**src/rtl/clock_cmd_sequencer.sv**
```systemverilog
// Command front-end for digital_clock: validates mode commands, drives set/alarm/timer inputs,
// acknowledges buzzers and formats the 12-hour display. Optional snooze: define CLOCK_SNOOZE_EN.
module clock_cmd_sequencer #(
    parameter int DEFAULT_YEAR = 2020,
    parameter int IDLE_LIMIT   = 5,
    parameter int SNOOZE_MIN   = 5
) (
    input  logic        i_clk,
    input  logic        i_reset,
    input  logic        i_cmd_valid,
    output logic        o_cmd_ready,
    input  logic [2:0]  i_cmd_mode,
    input  logic [4:0]  i_cmd_hour,
    input  logic [5:0]  i_cmd_min,
    input  logic [5:0]  i_cmd_sec,
    input  logic [4:0]  i_cmd_day,
    input  logic [3:0]  i_cmd_month,
    input  logic [11:0] i_cmd_year,
    output logic        o_cmd_err,
    output logic [4:0]  o_set_hour,
    output logic [5:0]  o_set_min,
    output logic [5:0]  o_set_sec,
    output logic [4:0]  o_set_day,
    output logic [3:0]  o_set_month,
    output logic [11:0] o_set_year,
    output logic        o_load_time,
    output logic [4:0]  o_alarm_hour,
    output logic [5:0]  o_alarm_min,
    output logic [5:0]  o_alarm_sec,
    output logic        o_alarm_enable,
    output logic [5:0]  o_timer_min,
    output logic [5:0]  o_timer_sec,
    output logic        o_timer_start,
    input  logic        i_alarm_buzzer,
    input  logic        i_timer_buzzer,
    input  logic [4:0]  i_hour,
    output logic        o_alarm_event,
    output logic        o_timer_event,
    output logic        o_display_12h,
    output logic [3:0]  o_disp_hour12,
    output logic        o_disp_pm,
    output logic        o_sim_done,
    input  logic        i_snooze
);

    localparam int QW = $clog2(IDLE_LIMIT + 1);

    typedef enum logic [1:0] {
        S_IDLE,
        S_LOAD,
        S_SETTLE
    } state_t;

    state_t r_state;
    state_t w_next;

    logic          r_cmd_err;
    logic [4:0]    r_set_hour;
    logic [5:0]    r_set_min;
    logic [5:0]    r_set_sec;
    logic [4:0]    r_set_day;
    logic [3:0]    r_set_month;
    logic [11:0]   r_set_year;
    logic [4:0]    r_alarm_hour;
    logic [5:0]    r_alarm_min;
    logic [5:0]    r_alarm_sec;
    logic          r_alarm_enable;
    logic [5:0]    r_timer_min;
    logic [5:0]    r_timer_sec;
    logic          r_timer_start;
    logic          r_alarm_prev;
    logic          r_timer_prev;
    logic          r_alarm_event;
    logic          r_timer_event;
    logic          r_display_12h;
    logic [3:0]    r_disp_hour12;
    logic          r_disp_pm;
    logic [QW-1:0] r_quiet;

    logic w_idle;
    logic w_xfer;
    logic w_time_ok;
    logic w_date_ok;
    logic w_cmd_ok;
    logic w_accept;
    logic w_do_set;
    logic w_do_alarm;
    logic w_do_timer;
    logic w_alarm_fire;
    logic w_timer_fire;

    assign w_idle       = (r_state == S_IDLE);
    assign w_xfer       = i_cmd_valid && w_idle;
    assign w_time_ok    = (i_cmd_hour <= 5'd23) && (i_cmd_min <= 6'd59) && (i_cmd_sec <= 6'd59);
    assign w_date_ok    = (i_cmd_day != 5'd0) && (i_cmd_month != 4'd0) && (i_cmd_month <= 4'd12);
    assign w_accept     = w_xfer && w_cmd_ok;
    assign w_do_set     = w_accept && (i_cmd_mode == 3'd3);
    assign w_do_alarm   = w_accept && (i_cmd_mode == 3'd4);
    assign w_do_timer   = w_accept && (i_cmd_mode == 3'd5);
    assign w_alarm_fire = i_alarm_buzzer && !r_alarm_prev && r_alarm_enable;
    assign w_timer_fire = i_timer_buzzer && !r_timer_prev && r_timer_start;

    // A zero-length timer is meaningless, so mode 5 also rejects 0:00.
    always_comb begin
        w_cmd_ok = 1'b0;
        case (i_cmd_mode)
            3'd1, 3'd2: w_cmd_ok = 1'b1;
            3'd3:       w_cmd_ok = w_time_ok && w_date_ok;
            3'd4:       w_cmd_ok = w_time_ok;
            3'd5:       w_cmd_ok = (i_cmd_min <= 6'd59) && (i_cmd_sec <= 6'd59) &&
                                   ((i_cmd_min != 6'd0) || (i_cmd_sec != 6'd0));
            default:    w_cmd_ok = 1'b0;
        endcase
    end

`ifdef CLOCK_SNOOZE_EN
    logic       r_snooze_armed;
    logic       w_snooze_go;
    logic [6:0] w_snz_sum;
    logic       w_snz_wrap;
    logic [5:0] w_snz_min;
    logic [4:0] w_snz_hour;

    assign w_snooze_go = i_snooze && w_idle && !w_xfer && r_snooze_armed && !r_alarm_enable;
    assign w_snz_sum   = {1'b0, r_alarm_min} + 7'(SNOOZE_MIN);
    assign w_snz_wrap  = (w_snz_sum >= 7'd60);
    assign w_snz_min   = w_snz_wrap ? 6'(w_snz_sum - 7'd60) : w_snz_sum[5:0];
    assign w_snz_hour  = !w_snz_wrap ? r_alarm_hour :
                         (r_alarm_hour >= 5'd23) ? 5'd0 : r_alarm_hour + 5'd1;

    always_ff @(posedge i_clk) begin
        if (i_reset)           r_snooze_armed <= 1'b0;
        else if (w_do_alarm)   r_snooze_armed <= 1'b0;
        else if (w_alarm_fire) r_snooze_armed <= 1'b1;
        else if (w_snooze_go)  r_snooze_armed <= 1'b0;
    end
`else
    logic w_unused_snooze;
    assign w_unused_snooze = i_snooze;
`endif

    always_ff @(posedge i_clk) begin
        if (i_reset) r_state <= S_IDLE;
        else         r_state <= w_next;
    end

    always_comb begin
        w_next      = r_state;
        o_load_time = 1'b0;
        case (r_state)
            S_IDLE:   if (w_do_set) w_next = S_LOAD;
            S_LOAD: begin
                o_load_time = 1'b1;
                w_next      = S_SETTLE;
            end
            S_SETTLE: w_next = S_IDLE;
            default:  w_next = S_IDLE;
        endcase
    end

    always_ff @(posedge i_clk) begin
        if (i_reset) begin
            r_cmd_err      <= 1'b0;
            r_set_hour     <= 5'd0;
            r_set_min      <= 6'd0;
            r_set_sec      <= 6'd0;
            r_set_day      <= 5'd1;
            r_set_month    <= 4'd1;
            r_set_year     <= 12'(DEFAULT_YEAR);
            r_alarm_hour   <= 5'd0;
            r_alarm_min    <= 6'd0;
            r_alarm_sec    <= 6'd0;
            r_alarm_enable <= 1'b0;
            r_timer_min    <= 6'd0;
            r_timer_sec    <= 6'd0;
            r_timer_start  <= 1'b0;
            r_alarm_prev   <= 1'b0;
            r_timer_prev   <= 1'b0;
            r_alarm_event  <= 1'b0;
            r_timer_event  <= 1'b0;
            r_display_12h  <= 1'b0;
            r_quiet        <= '0;
        end else begin
            r_cmd_err     <= w_xfer && !w_cmd_ok;
            r_alarm_prev  <= i_alarm_buzzer;
            r_timer_prev  <= i_timer_buzzer;
            r_alarm_event <= w_alarm_fire;
            r_timer_event <= w_timer_fire;

            if (w_accept && (i_cmd_mode == 3'd1)) r_display_12h <= 1'b1;
            if (w_accept && (i_cmd_mode == 3'd2)) r_display_12h <= 1'b0;

            if (w_do_set) begin
                r_set_hour  <= i_cmd_hour;
                r_set_min   <= i_cmd_min;
                r_set_sec   <= i_cmd_sec;
                r_set_day   <= i_cmd_day;
                r_set_month <= i_cmd_month;
                r_set_year  <= i_cmd_year;
            end

            // A new command beats a simultaneous buzzer acknowledge.
            if (w_do_alarm) begin
                r_alarm_hour   <= i_cmd_hour;
                r_alarm_min    <= i_cmd_min;
                r_alarm_sec    <= i_cmd_sec;
                r_alarm_enable <= 1'b1;
            end else if (w_alarm_fire) begin
                r_alarm_enable <= 1'b0;
`ifdef CLOCK_SNOOZE_EN
            end else if (w_snooze_go) begin
                r_alarm_hour   <= w_snz_hour;
                r_alarm_min    <= w_snz_min;
                r_alarm_enable <= 1'b1;
`endif
            end

            if (w_do_timer) begin
                r_timer_min   <= i_cmd_min;
                r_timer_sec   <= i_cmd_sec;
                r_timer_start <= 1'b1;
            end else if (w_timer_fire) begin
                r_timer_start <= 1'b0;
            end

            if (w_xfer || r_alarm_event || r_timer_event || r_alarm_enable || r_timer_start)
                r_quiet <= '0;
            else if (r_quiet != QW'(IDLE_LIMIT))
                r_quiet <= r_quiet + QW'(1);
        end
    end

    always_ff @(posedge i_clk) begin
        if (i_reset) begin
            r_disp_hour12 <= 4'd12;
            r_disp_pm     <= 1'b0;
        end else if (i_hour == 5'd0) begin
            r_disp_hour12 <= 4'd12;
            r_disp_pm     <= 1'b0;
        end else if (i_hour < 5'd12) begin
            r_disp_hour12 <= i_hour[3:0];
            r_disp_pm     <= 1'b0;
        end else if (i_hour == 5'd12) begin
            r_disp_hour12 <= 4'd12;
            r_disp_pm     <= 1'b1;
        end else begin
            r_disp_hour12 <= 4'(i_hour - 5'd12);
            r_disp_pm     <= 1'b1;
        end
    end

    assign o_cmd_ready    = w_idle;
    assign o_cmd_err      = r_cmd_err;
    assign o_set_hour     = r_set_hour;
    assign o_set_min      = r_set_min;
    assign o_set_sec      = r_set_sec;
    assign o_set_day      = r_set_day;
    assign o_set_month    = r_set_month;
    assign o_set_year     = r_set_year;
    assign o_alarm_hour   = r_alarm_hour;
    assign o_alarm_min    = r_alarm_min;
    assign o_alarm_sec    = r_alarm_sec;
    assign o_alarm_enable = r_alarm_enable;
    assign o_timer_min    = r_timer_min;
    assign o_timer_sec    = r_timer_sec;
    assign o_timer_start  = r_timer_start;
    assign o_alarm_event  = r_alarm_event;
    assign o_timer_event  = r_timer_event;
    assign o_display_12h  = r_display_12h;
    assign o_disp_hour12  = r_disp_hour12;
    assign o_disp_pm      = r_disp_pm;
    assign o_sim_done     = (r_quiet == QW'(IDLE_LIMIT)) && !r_alarm_enable && !r_timer_start;

endmodule
```
**config.mk**
```make
export PLATFORM = sky130hd
export DESIGN_NAME = clock_cmd_sequencer
export DESIGN_NICKNAME = d
export VERILOG_FILES = /design/src/rtl/clock_cmd_sequencer.sv
export SDC_FILE = /design/constraint.sdc
export NUM_CORES = 1
export LEC_CHECK = 0
export ABC_CLOCK_PERIOD_IN_PS = 6100
export BUFFER_PORTS_ARGS = -buffer_cell sky130_fd_sc_hd__buf_2
export CAP_MARGIN = 40
export CORE_MARGIN = 10
export CORE_UTILIZATION = 53
export CTS_BUF_LIST = sky130_fd_sc_hd__clkbuf_16
export DETAILED_ROUTE_END_ITERATION = 12
export GPL_ROUTABILITY_DRIVEN = 0
export PLACE_DENSITY = 0.85
export SLEW_MARGIN = 15
export SYNTH_ARGS = -nofsm -noshare
export SYNTH_HDL_FRONTEND = slang
export SYNTH_SLANG_ARGS = --single-unit
```
**constraint.sdc**
```tcl
create_clock -name i_clk -period 6.1 [get_ports i_clk]
set_clock_uncertainty 0.2 [all_clocks]
set_input_delay 1.22 -clock i_clk [delete_from_list [all_inputs] [get_ports i_clk]]
set_output_delay 1.22 -clock i_clk [all_outputs]
set_load 0.05 [all_outputs]
```
==> flow_summary.json <==
{
  "root_buffer": "clkbuf_16",
  "synthAdderAreaFrac_pct": 1.39,
  "worst_slew_pin_slew_ns": 0.834,
  "wl_per_cell_um": 16.3,
  "reg2reg_depth": 4,
  "outcome": "finished clean",
  "peakVddDrop_mv": 0.157,
  "crit_cells": 7,
  "antennaDiodeCount": 0,
  "yosysUniqueCellTypes": 41,
  "drc": 0,
  "antenna_left": 0,
  "multiInputGateArea_mm2": 0.00176,
  "synthSimpleGateAreaFrac_pct": 25.0,
  "dr.pass1.iters": 4,
  "crit_family": "buffers and inverters",
  "grt_setup_unrepaired": "no",
  "final_nets": 541,
  "synth.mux.area_fraction_pct": 18.6,
  "die_w_um": 103,
  "hold_class": "flip-flop to flip-flop",
  "pre_cts_slack_ns": 2.68,
  "critPathKind": "input port to flip-flop",
  "yosys_warnings": 0,
  "worstPathArrival_ns": 3.11,
  "synth_edf_count": 0,
  "synth_top_area_share_pct": 47.1,
  "hold_depth": 2,
  "grt_pass1_wl_mm": 14.3,
  "final_layout_size_suffix_gt1_share_pct": 30.9,
  "syn_avg_cell_area_um2": 10.0,
  "async_flop_share_pct": 0,
  "whs_ns": 0.267,
  "antenna_found_initial": 0,
  "overflow": 0,
  "nFillCells": 524,
  "synthXorXnorAreaFrac_pct": 0.485,
  "slew-limit-headroom_pct": 44.2,
  "htreeDepth": 3,
  "numCtsBuffers": 9,
  "final-setup-viol-count": 0,
  "leakage_nw": 1.99,
  "clkLatencyLatePin_ns": 0.33,
  "dpl.hpwl_mm": 7.08,
  "grt_max_degree": 64,
  "start_util_pct": 53.8,
  "hold_viol_final": 0,
  "drt_iter0_drc": 108,
  "row_count": 30,
  "clk_path_buf_depth": 2,
  "cp_max_fo": 38,
  "regArea_mm2": 0.00170,
  "synthCells": 361,
  "track_usage_pct": 17.3,
  "synth_top_family_by_area": "simple AND/OR/NAND/NOR gates",
  "via_per_inst": 5.12,
  "routed_wl_mm": 9.29,
  "period_minus_slack_ns": 3.06,
  "maxCapViolCount": 0,
  "synthFlopType": "dfxtp_1",
  "path_cells": "buf_2, nand3b_4, a211o_1, o22a_2, nor3_4, buf_4, mux2i_1",
  "cts_resized": 0,
  "crit_buf_inv": 2,
  "ys_seq_area_share_pct": 47.1,
  "cts_sinks": 85,
  "powerDensity_mw_per_mm2": 265,
  "cts_tree": "done",
  "layout_worst_path_cycle_share_pct": 50.2,
  "synth_area_leaders": "dfxtp_1 (47%), mux2i_1 (19%), nand2b_1 (12%)",
  "synth-seq-cells": 85,
  "ctsHoldBuffers": 0,
  "synth.largest_area_cell": "dfxtp_1",
  "synth.cell_area_mm2": 0.00361,
  "grt_pass1_vias": 2974,
  "synth-compound-area-share_pct": 3.12,
  "slowest_delay_ns": 0.54,
  "vias": 2914,
  "end_kind": "flip-flop",
  "dieHeight_um": 103,
  "worstPathRequired_ns": 6.15,
  "clk_pin_slew_ns": 0.06,
  "finalWorstSetupSlack_ns": 3.04,
  "setup_tns_ns": 0,
  "fmax_mhz": 327,
  "slew_violations": 0,
  "postCtsSetupBuffers": 0,
  "start_kind": "input port",
  "io_pins": 133,
  "core_area_mm2": 0.00672,
  "syn-num-nets": 417,
  "die_area_mm2": 0.0105,
  "syn_to_final_growth_pct": 25.4,
  "slowest_stage": "buf_4",
  "portBuffers": 131
}
routing by layer:
| layer | global-route usage (%) | share of wire, % | vias up |
|---|---|---|---|
| met4 | 7.92 | 2.2 | 0 |
| met3 | 5.43 | 8.4 | 16 |
| met5 | 0 | 0 | - |
| met1 | 20.4 | 43 | 1355 |
| li1 | - | - | 1448 |
| met2 | 28.0 | 47 | 95 |
where the power goes:
group	leakage, nW	internal, mW	switching, mW
Clock	0.144	0.308	0.204
Sequential	0.688	0.565	0.00430
Combinational	1.16	0.0424	0.0758
Total	1.99	0.915	0.284
sequential cells by signal (all words and copies together), names as in the netlist, 6 cells and up:
register     count
o_timer_sec      6
o_timer_min      6
o_set_sec        6
o_alarm_min      6
o_alarm_sec      6
o_set_min        6
o_set_year      12
cell usage after synthesis, drive strengths merged (2+ instances only):
library cell and number:
nor2b 7, a21oi 3, inv 5, o211ai 2, nor4 3, nor3 8
xnor2 2, mux2i 67, dfxtp 85, clkbuf 13, buf 8, nand2b 71
ha 4, nand4 3, a31oi 2, nor2 49, nand2 10
cell usage in the layout (no fill, tap or decap), drive strengths merged, types with 3 or more instances in the layout:
master / n
buf: 134
nand2: 10
nor2b: 7
nor4: 3
clkbuf: 9
nand2b: 71
nor3: 8
dfxtp: 85
nor2: 49
mux2i: 67
inv: 8
nand4: 3
a21oi: 3
ha: 4
final cells by class:
| class | instances | share of cell area, % |
|---|---|---|
| Sequential cell | 85 | 37.5 |
| Clock buffer | 9 | 4.97 |
| Clock inverter | 6 | 1.08 |
| Inverter | 5 | 0.414 |
| Timing Repair Buffer | 134 | 15.0 |
| Multi-Input combinational cell | 250 | 38.8 |
| Tap cell | 80 | 2.21 |
worst paths after layout:
| kind | endpoint | start | slack, ns |
|---|---|---|---|
| worst max-delay path | o_set_year[7] | i_cmd_mode[0] | 3.04 |
| worst min-delay path | o_set_hour[3] | o_set_hour[3] | 0.27 |
| worst min register to register | o_set_hour[3] | o_set_hour[3] | 0.27 |
| worst max register to register | o_timer_min[4] | r_state[0] | 4.05 |
worst min-delay path, delay by kind of cell (launching register included):
kind	cells	cell delay [ns]
simple gates	1	0.06
flops	1	0.30
mux	1	0.06
cells by family (layout without fill, tap and decap cells):
logic type,count (synthesis),after routing
and+or+nand+nor,161,161
DFF,85,85
muxes,67,67
buffers and inverters,26,154
AOI/OAI and AO/OA,16,16
adders and majority gates,4,4
xor gates and xnor gates,2,2
through the flow:
step	power, mW	cell area, um2	std cells	util (%)
after floorplan	0.659	3610	361	-
after global placement	0.695	4260	554	63.4
after detailed placement	0.699	4260	554	63.4
after CTS	1.20	4530	569	67.4
after global routing	1.24	4530	569	67.4
final	1.20	4530	569	67.4
(Power assumes the default switching activity.)
